[src/rtl/input_conditioner.sv]
// Synchronizes, debounces and edge-detects the twelve raw player pins, turning them
// into one-cycle column/confirm/new-game events and debounced mode levels.
module input_conditioner #(
  parameter int unsigned DEBOUNCE_CYCLES = 16
) (
  input  logic        clock,
  input  logic        reset,
  input  logic [11:0] pins_in,
  output logic        col_valid,
  output logic [2:0]  col_idx,
  output logic        multi_press,
  output logic        confirm_pulse,
  output logic        newgame_pulse,
  output logic        switch_player_lvl,
  output logic        pvp_lvl,
  output logic        debug_lvl
);

  localparam int unsigned NPINS = 12;
  localparam int unsigned NCOLS = 7;
  localparam int unsigned CNT_W = $clog2(DEBOUNCE_CYCLES);
  localparam int unsigned PIN_CONFIRM = 7;
  localparam int unsigned PIN_SWITCH  = 8;
  localparam int unsigned PIN_PVP     = 9;
  localparam int unsigned PIN_NEWGAME = 10;
  localparam int unsigned PIN_DEBUG   = 11;
  localparam logic [CNT_W-1:0] CNT_MAX = CNT_W'(DEBOUNCE_CYCLES - 1);

  logic [NPINS-1:0] sync1_q, sync2_q;
  logic [NPINS-1:0] stab_q, stab_d;
  // Previous stable value: feeds the rise detector and doubles as the registered level.
  logic [NPINS-1:0] stab_prev_q;
  logic [CNT_W-1:0] cnt_q [NPINS];
  logic [CNT_W-1:0] cnt_d [NPINS];

  logic       col_valid_q, col_valid_d;
  logic [2:0] col_idx_q, col_idx_d;
  logic       multi_press_q, multi_press_d;
  logic       confirm_q, confirm_d;
  logic       newgame_q, newgame_d;

  logic       rise_col, rise_confirm, rise_newgame;
  logic       cols_onehot, discard;
  logic [2:0] onehot_idx;

  // Per-pin debounce: a mismatch must persist DEBOUNCE_CYCLES cycles before it is accepted.
  always_comb begin
    stab_d = stab_q;
    for (int i = 0; i < NPINS; i++) begin
      cnt_d[i] = '0;
      if (sync2_q[i] != stab_q[i]) begin
        if (cnt_q[i] == CNT_MAX) begin
          stab_d[i] = sync2_q[i];
        end else begin
          cnt_d[i] = cnt_q[i] + CNT_W'(1);
        end
      end
    end
  end

  // Event decode on rising edges of the debounced pins.
  always_comb begin
    rise_col     = |(stab_q[NCOLS-1:0] & ~stab_prev_q[NCOLS-1:0]);
    rise_confirm = stab_q[PIN_CONFIRM] & ~stab_prev_q[PIN_CONFIRM];
    rise_newgame = stab_q[PIN_NEWGAME] & ~stab_prev_q[PIN_NEWGAME];
    cols_onehot  = $onehot(stab_q[NCOLS-1:0]);
    onehot_idx   = 3'd0;
    for (int i = 0; i < NCOLS; i++) begin
      if (stab_q[i]) begin
        onehot_idx = 3'(i);
      end
    end
    // A new-game press swallows any column/confirm event arriving in the same cycle.
    discard       = rise_newgame & (rise_col | rise_confirm);
    col_valid_d   = rise_col & cols_onehot & ~discard;
    multi_press_d = rise_col & ~cols_onehot & ~discard;
    confirm_d     = rise_confirm & ~discard;
    newgame_d     = rise_newgame;
    col_idx_d     = col_valid_d ? onehot_idx : col_idx_q;
  end

  always_ff @(posedge clock) begin
    if (!reset) begin
      sync1_q       <= '0;
      sync2_q       <= '0;
      stab_q        <= '0;
      stab_prev_q   <= '0;
      cnt_q         <= '{default: '0};
      col_valid_q   <= 1'b0;
      col_idx_q     <= 3'd0;
      multi_press_q <= 1'b0;
      confirm_q     <= 1'b0;
      newgame_q     <= 1'b0;
    end else begin
      sync1_q       <= pins_in;
      sync2_q       <= sync1_q;
      stab_q        <= stab_d;
      stab_prev_q   <= stab_q;
      cnt_q         <= cnt_d;
      col_valid_q   <= col_valid_d;
      col_idx_q     <= col_idx_d;
      multi_press_q <= multi_press_d;
      confirm_q     <= confirm_d;
      newgame_q     <= newgame_d;
    end
  end

  assign col_valid         = col_valid_q;
  assign col_idx           = col_idx_q;
  assign multi_press       = multi_press_q;
  assign confirm_pulse     = confirm_q;
  assign newgame_pulse     = newgame_q;
  assign switch_player_lvl = stab_prev_q[PIN_SWITCH];
  assign pvp_lvl           = stab_prev_q[PIN_PVP];
  assign debug_lvl         = stab_prev_q[PIN_DEBUG];

endmodule

[config.mk]
export PLATFORM = sky130hd
export DESIGN_NAME = input_conditioner
export DESIGN_NICKNAME = d
export VERILOG_FILES = /design/src/rtl/input_conditioner.sv
export SDC_FILE = /design/constraint.sdc
export NUM_CORES = 1
export LEC_CHECK = 0
export BUFFER_PORTS_ARGS = -buffer_cell sky130_fd_sc_hd__buf_2
export CAP_MARGIN = 25
export CORE_AREA = 8 8 89 91
export DETAILED_ROUTE_END_ITERATION = 16
export DIE_AREA = 0 0 97 99
export PLACE_DENSITY = 0.76
export SYNTH_ARGS = -nofsm -noshare
export SYNTH_HDL_FRONTEND = slang
export SYNTH_SLANG_ARGS = --single-unit
[constraint.sdc]
create_clock -name clock -period 3.7 [get_ports clock]
set_clock_uncertainty 0.1 [all_clocks]
set_input_delay 0.555 -clock clock [delete_from_list [all_inputs] [get_ports clock]]
set_output_delay 0.555 -clock clock [all_outputs]
set_load 0.02 [all_outputs]
==> results.sh <==
export IMPL_grt_ovfl_total=0
export IMPL_first_iter_violations=95
export IMPL_finish_net_count=414
export IMPL_grt_busiest_layer="met2"
export IMPL_final_core_util_pct=62.61
export IMPL_rsz0062_at_grt="false"
export IMPL_synth_top_cells_by_area="dfxtp_1, xor2_1, nor2_1"
export IMPL_cts_buffer_depth=2
export IMPL_start_kind="register"
export IMPL_dieArea_um2=9603
export IMPL_ys_seq_elements=103
export IMPL_insertion_delay_ns=0.37
export IMPL_syn_area_um2=3690
export IMPL_fp_dieW_um=97
export IMPL_netlist_instances=358
export IMPL_grt_pass1_vias=2368
export IMPL_die_h_um=99
export IMPL_antenna_found_initial=0
export IMPL_p_leak_uw=0.001990
export IMPL_h_tree_depth=3
export IMPL_r2r_end="col_idx[1]"
export IMPL_hold_path_startpoint="pins_in[9]"
export IMPL_synth_top_area_cell="dfxtp_1"
export IMPL_slew_headroom_pct=52.60
export IMPL_path_clk_slew_ns=0.09
export IMPL_grt_usage_pct=12.52
export IMPL_ir_drop_mv=0.3128
export IMPL_cts_tree="built"
export IMPL_reg2reg_depth=9
export IMPL_setup_violations=0
export IMPL_critPathCaptureType="register"
export IMPL_grtUsageMet2_pct=19.64
export IMPL_maxSlewViolCount=0
export IMPL_drc_errors=0
export IMPL_gr_usage_met3_pct=5.108
export IMPL_r2r_start="stab_q[3]"
export IMPL_clock_sinks=103
export IMPL_holdPathStages=2
export IMPL_r2r_slack_ns=0.53
export IMPL_required_ns=3.85
export IMPL_status="finished clean"
export IMPL_min_path_type="in -> reg"
export IMPL_syn_to_final_growth_pct=11.46
export IMPL_holdPathEnd="sync1_q[9]"
export IMPL_grt_pass1_wl_mm=9.846
export IMPL_power_density_nw_per_um2=482.3
export IMPL_grt_use_met1_pct=14.25
export IMPL_multiInputGateArea_um2=1505
export IMPL_hold_violations=0
export IMPL_gp_congestion=0.7785
export IMPL_start_util_pct=56.17
export IMPL_setup_tns_ns=0
export IMPL_nFillCells=543
export IMPL_yosysUniqueCellTypes=25
export IMPL_synth_top_area_share_pct=55.88
export IMPL_ant_nets=0
export IMPL_wl_per_cell_um=11.50
export IMPL_pre_cts_ws_ns=0.5455
export IMPL_dpl_hpwl_mm=3.874
export IMPL_via_per_inst=4.874
export IMPL_p_total_uw=1984
export IMPL_cp_arrival_ns=3.32
export IMPL_ctsHoldBuffers=0
export IMPL_regArea_um2=2062
export IMPL_first_pass_iters=5
export IMPL_crit_type="reg -> reg"
export IMPL_syn_nets=388
export IMPL_fin_crit_ns=3.168
export IMPL_cts_root_buf="clkbuf_8"
export IMPL_setup_slack_ns=0.5325
export IMPL_post_cts_repair_setup_buffers=0
export IMPL_core_area_um2=6569
export IMPL_drive_gt1_share_pct=11.57
export IMPL_numCtsBuffers=9
export IMPL_postLayoutCellArea_um2=4113
export IMPL_drt_wl_total_mm=5.394
export IMPL_antenna_cells=0
export IMPL_placedInstanceArea_um2=3876
export IMPL_clock_fmax_mhz=315.7
export IMPL_max_cap_violations=0
export IMPL_vias=2286
export IMPL_post_route_period_util_pct=85.61
export IMPL_crit_fanout=5
export IMPL_port_buffers=23
export IMPL_grt_max_degree=38
export IMPL_syn_area_per_cell_um2=10.31
export IMPL_pin_count=24
export IMPL_synth_yosys_seq_area_share_pct=55.88
export IMPL_ctsResizeCount=0
export IMPL_tightest_slew_ns=0.7102
export IMPL_row_count=30
export IMPL_ys_warn_count=0
metrics by stage:
stage / hold WS, ns / std cells
6_report: 0.2873 / 469
3_5_place_dp: 0.2930 / 453
2_1_floorplan: 0.2729 / 358
5_1_grt: 0.2655 / 469
4_1_cts: 0.2720 / 469
3_3_place_gp: 0.2758 / 453
routing by layer:
layer  up-vias  wire length (µm)  share of wire, %
met4         0                87               1.6
li1       1202                 -                 -
met1      1046              2602                48
met3         6               244               4.5
met5         -                 0                 0
met2        32              2459                46
worst max path at each step:
| stage | start | end | slack (ns) | cells past startpoint |
|---|---|---|---|---|
| 3_5_place_dp | stab_q[1] | col_idx[1] | 0.55 | 9 |
| 4_1_cts | stab_q[3] | col_idx[1] | 0.53 | 9 |
| 6_report | stab_q[3] | col_idx[1] | 0.53 | 9 |
| 5_1_grt | stab_q[1] | col_idx[0] | 0.37 | 9 |
| 2_1_floorplan | stab_q[0] | col_idx[0] | 0.70 | 9 |
| 3_3_place_gp | stab_q[0] | col_idx[0] | 0.62 | 9 |
registers in the layout, indices dropped and copies added, names as in the netlist:
signal         flops
cnt_q             48
stab_prev_q       12
stab_q            12
sync1_q           12
sync2_q           12
col_idx            3
col_valid          1
confirm_pulse      1
multi_press        1
newgame_pulse      1
cell families (layout without fill, tap and decap cells):
group,after synthesis,count (layout),synth area share [%]
DFF,103,103,55.88
xor gates and xnor gates,36,36,8.545
muxes,15,15,4.069
adders and majority gates,16,16,6.239
and+or+nand+nor,147,147,19.70
buffers and inverters,32,63,3.323
AOI/OAI and AO/OA,9,9,2.238
Yosys cell counts:
cell / instances
dfxtp_1: 103
nor2_1: 58
nand3_1: 36
xor2_1: 36
and2_1: 29
inv_1: 21
mux2i_1: 15
and3_1: 12
ha_1: 12
clkbuf_1: 7
nand2b_1: 5
fa_1: 4
nand2_1: 3
buf_2: 2
inv_2: 2
nor3_1: 2
o21ai_0: 2
o221ai_2: 2
a21oi_1: 1
nor3b_1: 1
nor3b_2: 1
o2111ai_2: 1
o211ai_1: 1
o21a_1: 1
o31ai_1: 1
critical path, cell delays in order, from the launching register on:
cell and delay [ns]:
dfxtp_1 0.42, inv_1 0.11, fa_1 0.46, fa_1 0.49, inv_1 0.04, fa_1 0.37, fa_1 0.46, nor3b_2 0.26
o221ai_2 0.19, mux2i_1 0.15
power by group:
group	switching [µW]	internal (µW)
Sequential	7.99	1120
Clock	363	448
Combinational	23.4	17.1
cell usage in the layout (no fill, tap or decap):
master,synthesis,final
mux2i_1,15,15
buf_4,0,1
bufinv_16,0,3
o2111ai_2,1,1
nand3_1,36,36
nor3b_1,1,1
o21a_1,1,1
nand2b_1,5,5
o221ai_2,2,2
clkinv_2,0,2
inv_2,2,2
clkbuf_1,7,1
o211ai_1,1,1
a21oi_1,1,1
fa_1,4,4
nor3b_2,1,1
nand2_1,3,3
o21ai_0,2,2
xor2_1,36,36
and2_1,29,29
clkbuf_8,0,9
dfxtp_1,103,103
ha_1,12,12
nor2_1,58,58
and3_1,12,12
inv_1,21,21
nor3_1,2,2
buf_2,2,23
o31ai_1,1,1
clkinv_4,0,1
final cells by class:
| type | count | share of cell area (%) |
|---|---|---|
| multi-input combinational | 223 | 36.60 |
| timing repair buffer | 24 | 2.981 |
| clock inverter | 6 | 2.647 |
| inverter | 23 | 2.099 |
| sequential | 103 | 50.14 |
| tap | 80 | 2.434 |
| clock buffer | 10 | 3.103 |
(Power assumes the default switching activity.)
